File: config.mk
export PLATFORM = sky130hd
export DESIGN_NAME = regfile_mp_flat
export DESIGN_NICKNAME = d
export VERILOG_FILES = /design/src/rtl/lc2k_pkg.sv /design/src/rtl/regfile_mp_if.sv /design/src/rtl/regfile_bypass_mux.sv /design/src/rtl/regfile_mp.sv /design/src/flat_wrapper.sv
export SDC_FILE = /design/constraint.sdc
export NUM_CORES = 1
export LEC_CHECK = 0
export CORE_ASPECT_RATIO = 1.5
export CORE_MARGIN = 3
export CORE_UTILIZATION = 55
export CTS_CLUSTER_SIZE = 24
export DETAILED_ROUTE_END_ITERATION = 7
export PLACE_DENSITY = 0.78
export SETUP_SLACK_MARGIN = 0.1
export SYNTH_ARGS = -nofsm -noshare
export SYNTH_HDL_FRONTEND = slang
export SYNTH_SLANG_ARGS = --single-unit
export TNS_END_PERCENT = 10
File: constraint.sdc
create_clock -name clk -period 4 [get_ports clk]
set_clock_uncertainty 0.05 [all_clocks]
set_input_delay 1 -clock clk [delete_from_list [all_inputs] [get_ports clk]]
set_output_delay 1 -clock clk [all_outputs]
set_load 0.03 [all_outputs]
File: src/rtl/lc2k_pkg.sv
// lc2k_pkg: shared constants and types for the LC2K core datapath.
//   LC2K_DATA_W / LC2K_NUM_REGS : default word width and register count
//   reg_addr_t / word_t         : register address and data word at the defaults
//   wr_req_t                    : one writeback request (enable, address, data)
package lc2k_pkg;

  localparam int LC2K_DATA_W   = 32;
  localparam int LC2K_NUM_REGS = 8;
  localparam int LC2K_AW       = $clog2(LC2K_NUM_REGS);

  typedef logic [LC2K_AW-1:0]     reg_addr_t;
  typedef logic [LC2K_DATA_W-1:0] word_t;

  typedef struct packed {
    logic      en;
    reg_addr_t addr;
    word_t     data;
  } wr_req_t;

endpackage

File: src/rtl/regfile_mp_if.sv
// regfile_mp_if: bundle of read, write and reserve signals for regfile_mp.
//   master : pipeline side, drives requests and receives read results
//   slave  : register file side
interface regfile_mp_if #(
  parameter int DATA_W   = 32,
  parameter int NUM_REGS = 8,
  parameter int NUM_RD   = 2,
  parameter int NUM_WR   = 2
);
  localparam int AW = $clog2(NUM_REGS);

  logic [NUM_RD-1:0]             rd_en;
  logic [NUM_RD-1:0][AW-1:0]     rd_addr;
  logic [NUM_RD-1:0][DATA_W-1:0] rd_data;
  logic [NUM_RD-1:0]             rd_valid;
  logic [NUM_RD-1:0]             rd_pending;
  logic [NUM_WR-1:0]             wr_en;
  logic [NUM_WR-1:0][AW-1:0]     wr_addr;
  logic [NUM_WR-1:0][DATA_W-1:0] wr_data;
  logic                          rsv_en;
  logic [AW-1:0]                 rsv_addr;
  logic                          any_pending;

  modport master (
    output rd_en, rd_addr, wr_en, wr_addr, wr_data, rsv_en, rsv_addr,
    input  rd_data, rd_valid, rd_pending, any_pending
  );

  modport slave (
    input  rd_en, rd_addr, wr_en, wr_addr, wr_data, rsv_en, rsv_addr,
    output rd_data, rd_valid, rd_pending, any_pending
  );

endinterface

File: src/rtl/regfile_bypass_mux.sv
// regfile_bypass_mux: read-data select for one read port.
//   rd_addr_i  : address being read
//   wr_en_i/wr_addr_i/wr_data_i : this cycle's write ports
//   reg_data_i : stored value of the addressed register
//   rd_data_o  : zero-register override, else youngest matching write, else storage
module regfile_bypass_mux #(
  parameter int DATA_W   = 32,
  parameter int AW       = 3,
  parameter int NUM_WR   = 2,
  parameter int ZERO_REG = 1
) (
  input  logic [AW-1:0]                 rd_addr_i,
  input  logic [NUM_WR-1:0]             wr_en_i,
  input  logic [NUM_WR-1:0][AW-1:0]     wr_addr_i,
  input  logic [NUM_WR-1:0][DATA_W-1:0] wr_data_i,
  input  logic [DATA_W-1:0]             reg_data_i,
  output logic [DATA_W-1:0]             rd_data_o
);

  always_comb begin
    rd_data_o = reg_data_i;
    // Ascending scan so the highest-index matching port overrides the rest.
    for (int w = 0; w < NUM_WR; w++) begin
      if (wr_en_i[w] && (wr_addr_i[w] == rd_addr_i)) begin
        rd_data_o = wr_data_i[w];
      end
    end
    if ((ZERO_REG != 0) && (rd_addr_i == '0)) begin
      rd_data_o = '0;
    end
  end

endmodule

File: src/rtl/regfile_mp.sv
// regfile_mp: multi-port register file with write-to-read bypass and a
// per-register pending bit for RAW hazard detection.
//   clk, rst_n : clock and asynchronous active-low reset
//   bus        : regfile_mp_if slave (reads, writes, reserve, pending status)
module regfile_mp
  import lc2k_pkg::*;
#(
  parameter int DATA_W   = LC2K_DATA_W,
  parameter int NUM_REGS = LC2K_NUM_REGS,
  parameter int NUM_RD   = 2,
  parameter int NUM_WR   = 2,
  parameter int ZERO_REG = 1
) (
  input  logic         clk,
  input  logic         rst_n,
  regfile_mp_if.slave  bus
);

  localparam int AW = $clog2(NUM_REGS);

  logic [DATA_W-1:0]             regs_q [NUM_REGS];
  logic [DATA_W-1:0]             regs_d [NUM_REGS];
  logic [NUM_REGS-1:0]           pend_q, pend_d;
  logic [NUM_REGS-1:0]           wr_hit;
  logic [NUM_REGS-1:0]           pend_clr;
  logic [NUM_RD-1:0][DATA_W-1:0] rd_data_q;
  logic [NUM_RD-1:0][DATA_W-1:0] rd_data_d;
  logic [NUM_RD-1:0]             rd_valid_q;
  logic [NUM_RD-1:0]             rd_pend_q, rd_pend_d;

  // Storage next-state; later write ports override earlier ones.
  always_comb begin
    for (int r = 0; r < NUM_REGS; r++) begin
      regs_d[r] = regs_q[r];
      wr_hit[r] = 1'b0;
      for (int w = 0; w < NUM_WR; w++) begin
        if (bus.wr_en[w] && (bus.wr_addr[w] == AW'(r))) begin
          regs_d[r] = bus.wr_data[w];
          wr_hit[r] = 1'b1;
        end
      end
    end
    if (ZERO_REG != 0) begin
      regs_d[0] = '0;
      wr_hit[0] = 1'b0;
    end
  end

  // Completing writes clear first; a same-cycle reserve then re-sets the bit,
  // since the reserving instruction is a newer producer.
  assign pend_clr = pend_q & ~wr_hit;

  always_comb begin
    pend_d = pend_clr;
    if (bus.rsv_en) begin
      pend_d[bus.rsv_addr] = 1'b1;
    end
    if (ZERO_REG != 0) begin
      pend_d[0] = 1'b0;
    end
  end

  for (genvar i = 0; i < NUM_RD; i++) begin : g_rd
    regfile_bypass_mux #(
      .DATA_W   (DATA_W),
      .AW       (AW),
      .NUM_WR   (NUM_WR),
      .ZERO_REG (ZERO_REG)
    ) u_mux (
      .rd_addr_i  (bus.rd_addr[i]),
      .wr_en_i    (bus.wr_en),
      .wr_addr_i  (bus.wr_addr),
      .wr_data_i  (bus.wr_data),
      .reg_data_i (regs_q[bus.rd_addr[i]]),
      .rd_data_o  (rd_data_d[i])
    );

    // Sampled after write-clear, before reserve-set.
    assign rd_pend_d[i] = pend_clr[bus.rd_addr[i]];
  end

  always_ff @(posedge clk or negedge rst_n) begin
    if (!rst_n) begin
      for (int r = 0; r < NUM_REGS; r++) begin
        regs_q[r] <= '0;
      end
      pend_q     <= '0;
      rd_data_q  <= '0;
      rd_valid_q <= '0;
      rd_pend_q  <= '0;
    end else begin
      regs_q     <= regs_d;
      pend_q     <= pend_d;
      rd_valid_q <= bus.rd_en;
      for (int i = 0; i < NUM_RD; i++) begin
        if (bus.rd_en[i]) begin
          rd_data_q[i] <= rd_data_d[i];
          rd_pend_q[i] <= rd_pend_d[i];
        end
      end
    end
  end

  assign bus.rd_data     = rd_data_q;
  assign bus.rd_valid    = rd_valid_q;
  assign bus.rd_pending  = rd_pend_q;
  assign bus.any_pending = |pend_q;

endmodule

File: src/flat_wrapper.sv
// flat-port wrapper written by rule: the top's interface ports become plain ports
module regfile_mp_flat import lc2k_pkg::*;
#(
  parameter int DATA_W   = LC2K_DATA_W,
  parameter int NUM_REGS = LC2K_NUM_REGS,
  parameter int NUM_RD   = 2,
  parameter int NUM_WR   = 2,
  parameter int ZERO_REG = 1
)
  (clk, rst_n, bus_rd_en, bus_rd_addr, bus_wr_en, bus_wr_addr, bus_wr_data, bus_rsv_en, bus_rsv_addr, bus_rd_data, bus_rd_valid, bus_rd_pending, bus_any_pending);
  regfile_mp_if #(.DATA_W(DATA_W), .NUM_REGS(NUM_REGS), .NUM_RD(NUM_RD), .NUM_WR(NUM_WR)) bus_i ();
  input  logic clk;
  input  logic rst_n;
  input wire logic [$bits(bus_i.rd_en)-1:0] bus_rd_en;
  input wire logic [$bits(bus_i.rd_addr)-1:0] bus_rd_addr;
  input wire logic [$bits(bus_i.wr_en)-1:0] bus_wr_en;
  input wire logic [$bits(bus_i.wr_addr)-1:0] bus_wr_addr;
  input wire logic [$bits(bus_i.wr_data)-1:0] bus_wr_data;
  input wire logic [$bits(bus_i.rsv_en)-1:0] bus_rsv_en;
  input wire logic [$bits(bus_i.rsv_addr)-1:0] bus_rsv_addr;
  output wire logic [$bits(bus_i.rd_data)-1:0] bus_rd_data;
  output wire logic [$bits(bus_i.rd_valid)-1:0] bus_rd_valid;
  output wire logic [$bits(bus_i.rd_pending)-1:0] bus_rd_pending;
  output wire logic [$bits(bus_i.any_pending)-1:0] bus_any_pending;
  assign bus_i.rd_en = bus_rd_en;
  assign bus_i.rd_addr = bus_rd_addr;
  assign bus_i.wr_en = bus_wr_en;
  assign bus_i.wr_addr = bus_wr_addr;
  assign bus_i.wr_data = bus_wr_data;
  assign bus_i.rsv_en = bus_rsv_en;
  assign bus_i.rsv_addr = bus_rsv_addr;
  assign bus_rd_data = bus_i.rd_data;
  assign bus_rd_valid = bus_i.rd_valid;
  assign bus_rd_pending = bus_i.rd_pending;
  assign bus_any_pending = bus_i.any_pending;
  regfile_mp #(.DATA_W(DATA_W), .NUM_REGS(NUM_REGS), .NUM_RD(NUM_RD), .NUM_WR(NUM_WR), .ZERO_REG(ZERO_REG)) u_core (.clk(clk), .rst_n(rst_n), .bus(bus_i));
endmodule
==> key figures <==
Finish
  – Fin cells: 2281
  – Nets: 1936
  – Fraction of layout cells with a size suffix above 1: 0.106
  – Area Overhead vs Synth: 16.3%

Worst setup path
  – Worst r2r dst: u_core.bus.rd_data[32]
  – Req. time, crit path: 2.95 ns
  – R2R depth: 5
  – CP Launch Point: u_core.pend_q[3]
  – Worst Setup End Kind: primary output
  – Critical R2R Launch: u_core.regs_q[32]
  – Arr. time, crit path: 2.01 ns
  – Maximum fanout along the worst path: 2
  – Crit Path Class: flop to primary output
  – Element type at the critical path start: flop
  – R2R setup slack: around 2.4 ns

Power and ir drop
  – Seq pwr share: 0.413
  – Clock power frac: 0.321
  – Comb power frac: 0.266
  – Max VDD drop: 0.493 mV
  – Switch Pwr: between 3000 and 4000 uW
  – Cell Pwr Density: 500 nW/um^2
  – Internal power: 7030 uW
  – Leak: 0.00874 uW
  – Switch share: 0.312

Clocking
  – Post-CTS Setup Bufs: 0
  – Post-cts resize count: 0
  – Clk slew on worst S/H paths: 0.07 ns
  – Clock Tree Buf Depth: 3
  – Worst-Skew Late Latency: a little under 0.6 ns
  – CTS tree: done
  – Hold-fix buffers, CTS: 0
  – CTS Sinks: around 300
  – Clk root buf: clkbuf_16
  – Htree depth: 1
  – TritonCTS Buffers: 30

Global routing
  – Gr ovfl total: 0
  – Tot GR Track Use: 0.318
  – First-pass GRT wire length: around 88 mm
  – Largest net degree at the start of global routing: 84
  – Initial antenna violation count: 2
  – Vias in the first global route: between 15000 and 20000

STA
  – Worst relative slew slack: 0.460
  – Hold Vio Cnt, Final: 0
  – Setup_tns: 0 ns
  – Tmin final: 3.06 ns
  – Max Freq: between 300 and 400 MHz
  – Tcrit/Tclk final: 0.766
  – Slew Limit Fails: 0
  – Actual slew at the worst max-slew pin: 0.811 ns
  – # setup viols final: 0
  – RSZ-0062 raised after global routing: no

Detailed routing
  – 1st-pass router iterations: 6
  – Drt initial violations: between 1000 and 1500
  – Number of vias per cell: 6.72
  – Final wirelength: 55.6 mm
  – Drt drc: 0
  – Post-route ant nets: 0
  – Via Count: ~15000
  – DR WL/cell: around 24 um

Die
  – Die Y: 225 um
  – FP Rows: 79
  – I/O pin total: ~160
  – Initial Util: 0.563
  – Die X: 152 um
  – Area of the core: 31200 sq um
  – Die ar.: between 30000 and 40000 sq um

Placement
  – GPL Wtd Cong: 0.908
  – DP Cell Count: 2223
  – IO buf count: between 150 and 200
  – Final HPWL DP: 33.9 mm

Synth
  – Mux cell area share after synthesis: 0.212
  – Post-synth top area share: 0.426
  – Largest family of logic cells by synthesized area: multiplexers
  – Largest area contributor in the netlist: dfrtp_1
  – Post-synth EDFFs: 0
  – Post-synth top flop: dfrtp_1
  – Synth Area in XOR/XNOR: 0.00548
  – Register area share after synthesis: 0.426
  – Post-Synth Adder-Cell Area: 0
  – Top cells by area, synth: dfrtp_1 (43%), mux2i_1 (13%), mux4_2 (8.2%)
  – Compound-cell area share of the yosys netlist: 0.184
  – Post-synth ARST share: 1.00
  – Synth cell types: 40
  – Mapped Cells: ~1800
  – Simple-gate share of the synthesized area: 0.116
  – Synth Cell Area: 17600 sq um
  – Synthesized net count: 1919
  – Post-synthesis sequential element count: 299
  – Avg Cell Area, Syn: 9.59 sq um
  – Synth Warn #: 0

Status
  – Status: finished, final reports clean

Job
  – Max-Cap Viols: 0

Hold path
  – Worst hold-check path type: primary input to asynchronous set/reset pin
cells by family (layout without fill, tap and decap cells):
family                    count (synthesis)  after routing
buffers and inverters                   232            272
and+or+nand+nor                         471            471
DFF                                     299            299
AOI/OAI and AO/OA                       527            527
other                                     0              3
muxes                                   293            293
xor gates and xnor gates                 11             11
final cells by class:
class / instances / area (sq um)
diodes: 3 / 7.51
well taps: 405 / 507
multi-input cells: 1302 / 9210
clock inverters: 16 / 293
fillers: 2508 / 10800
inverters: 1 / 3.75
clock buffers: 39 / 856
flip-flops and latches: 299 / 7480
repair buffers: 216 / 2090
worst max-delay path by stage:
| stage | endpoint | depth (start not counted) |
|---|---|---|
| 6_report | bus_any_pending | 3 |
| 5_1_grt | bus_any_pending | 3 |
| 4_1_cts | bus_any_pending | 3 |
| 3_5_place_dp | u_core.bus.rd_data[61] | 6 |
| 3_3_place_gp | u_core.bus.rd_data[61] | 6 |
| 2_1_floorplan | u_core.bus.rd_data[37] | 7 |
power groups by stage:
stage          logic (uW)  registers, uW  clock network, uW
2_1_floorplan        1590           4360                  0
3_3_place_gp         2620           4190                  0
3_5_place_dp         2690           4240                  0
4_1_cts              2710           4200               3300
5_1_grt              2940           4290               3420
6_report             2710           4220               3280
cells in the mapped netlist, drive strengths merged (6+ instances only):
library cell	instances
buf	110
nor2	197
nor2b	35
o22a	31
mux4	64
o211ai	31
nor3	37
o22ai	33
a221o	32
nand2	169
nand2b	6
o311a	32
dfrtp	299
a21oi	160
clkbuf	121
o21ai	198
mux2i	229
nand4b	6
xnor2	11
layer usage:
metal | part of all wire | GRT usage | wire length [um]
met1 | 0.37 | 0.394 | 20300
met2 | 0.50 | 0.536 | 27600
met3 | 0.085 | 0.0526 | 4710
met4 | 0.054 | 0.175 | 3000
met5 | 0 | 0 | 0
worst max-delay path: stages (launching register included):
cell and delay (ns):
dfrtp_1 0.39, nor4_1 0.32, nand2_1 0.12, clkdlybuf4s50_1 0.61
through the flow:
step	hold slack, ns	cell area, sq um	total power, uW	setup slack, ns	util
2_1_floorplan	0.467	17600	5950	1.51	-
3_3_place_gp	0.459	19300	6810	0.742	0.618
3_5_place_dp	0.458	19300	6930	0.657	0.618
4_1_cts	0.386	20400	10200	0.918	0.654
5_1_grt	0.415	20400	10600	0.868	0.655
6_report	0.364	20400	10200	0.937	0.655
cells in the final DEF (no fill, tap or decap), types with 2 or more instances in the layout:
cell and n:
nor3_1 36, xnor2_1 11, diode_2 3, bufinv_16 8, clkdlybuf4s50_1 146, clkbuf_8 5
clkinvlp_4 2, or3b_1 2, mux2i_1 229, mux4_2 64, o311a_1 32, nand4_1 4
nor3b_1 2, o211ai_1 31, clkbuf_1 3, o22ai_1 33, clkinv_2 4, buf_12 8
nor2_1 196, o21ai_0 197, nor4bb_4 5, nor4_1 2, a221oi_1 2, clkbuf_16 31
nand2_1 168, nand3_1 5, buf_2 3, buf_4 58, o31ai_1 2, dfrtp_1 299
a221o_1 32, o22a_1 31, nor2b_1 35, nand4b_1 6, a21oi_1 160, nand2b_1 5
sequential cells by signal, summed over array words and instances, names as in the netlist:
signal / count
u_core.regs_q: 224
u_core.bus.rd_valid: 2
u_core.bus.rd_pending: 2
u_core.pend_q: 7
u_core.bus.rd_data: 64
Power figures use the tool's default switching activity.
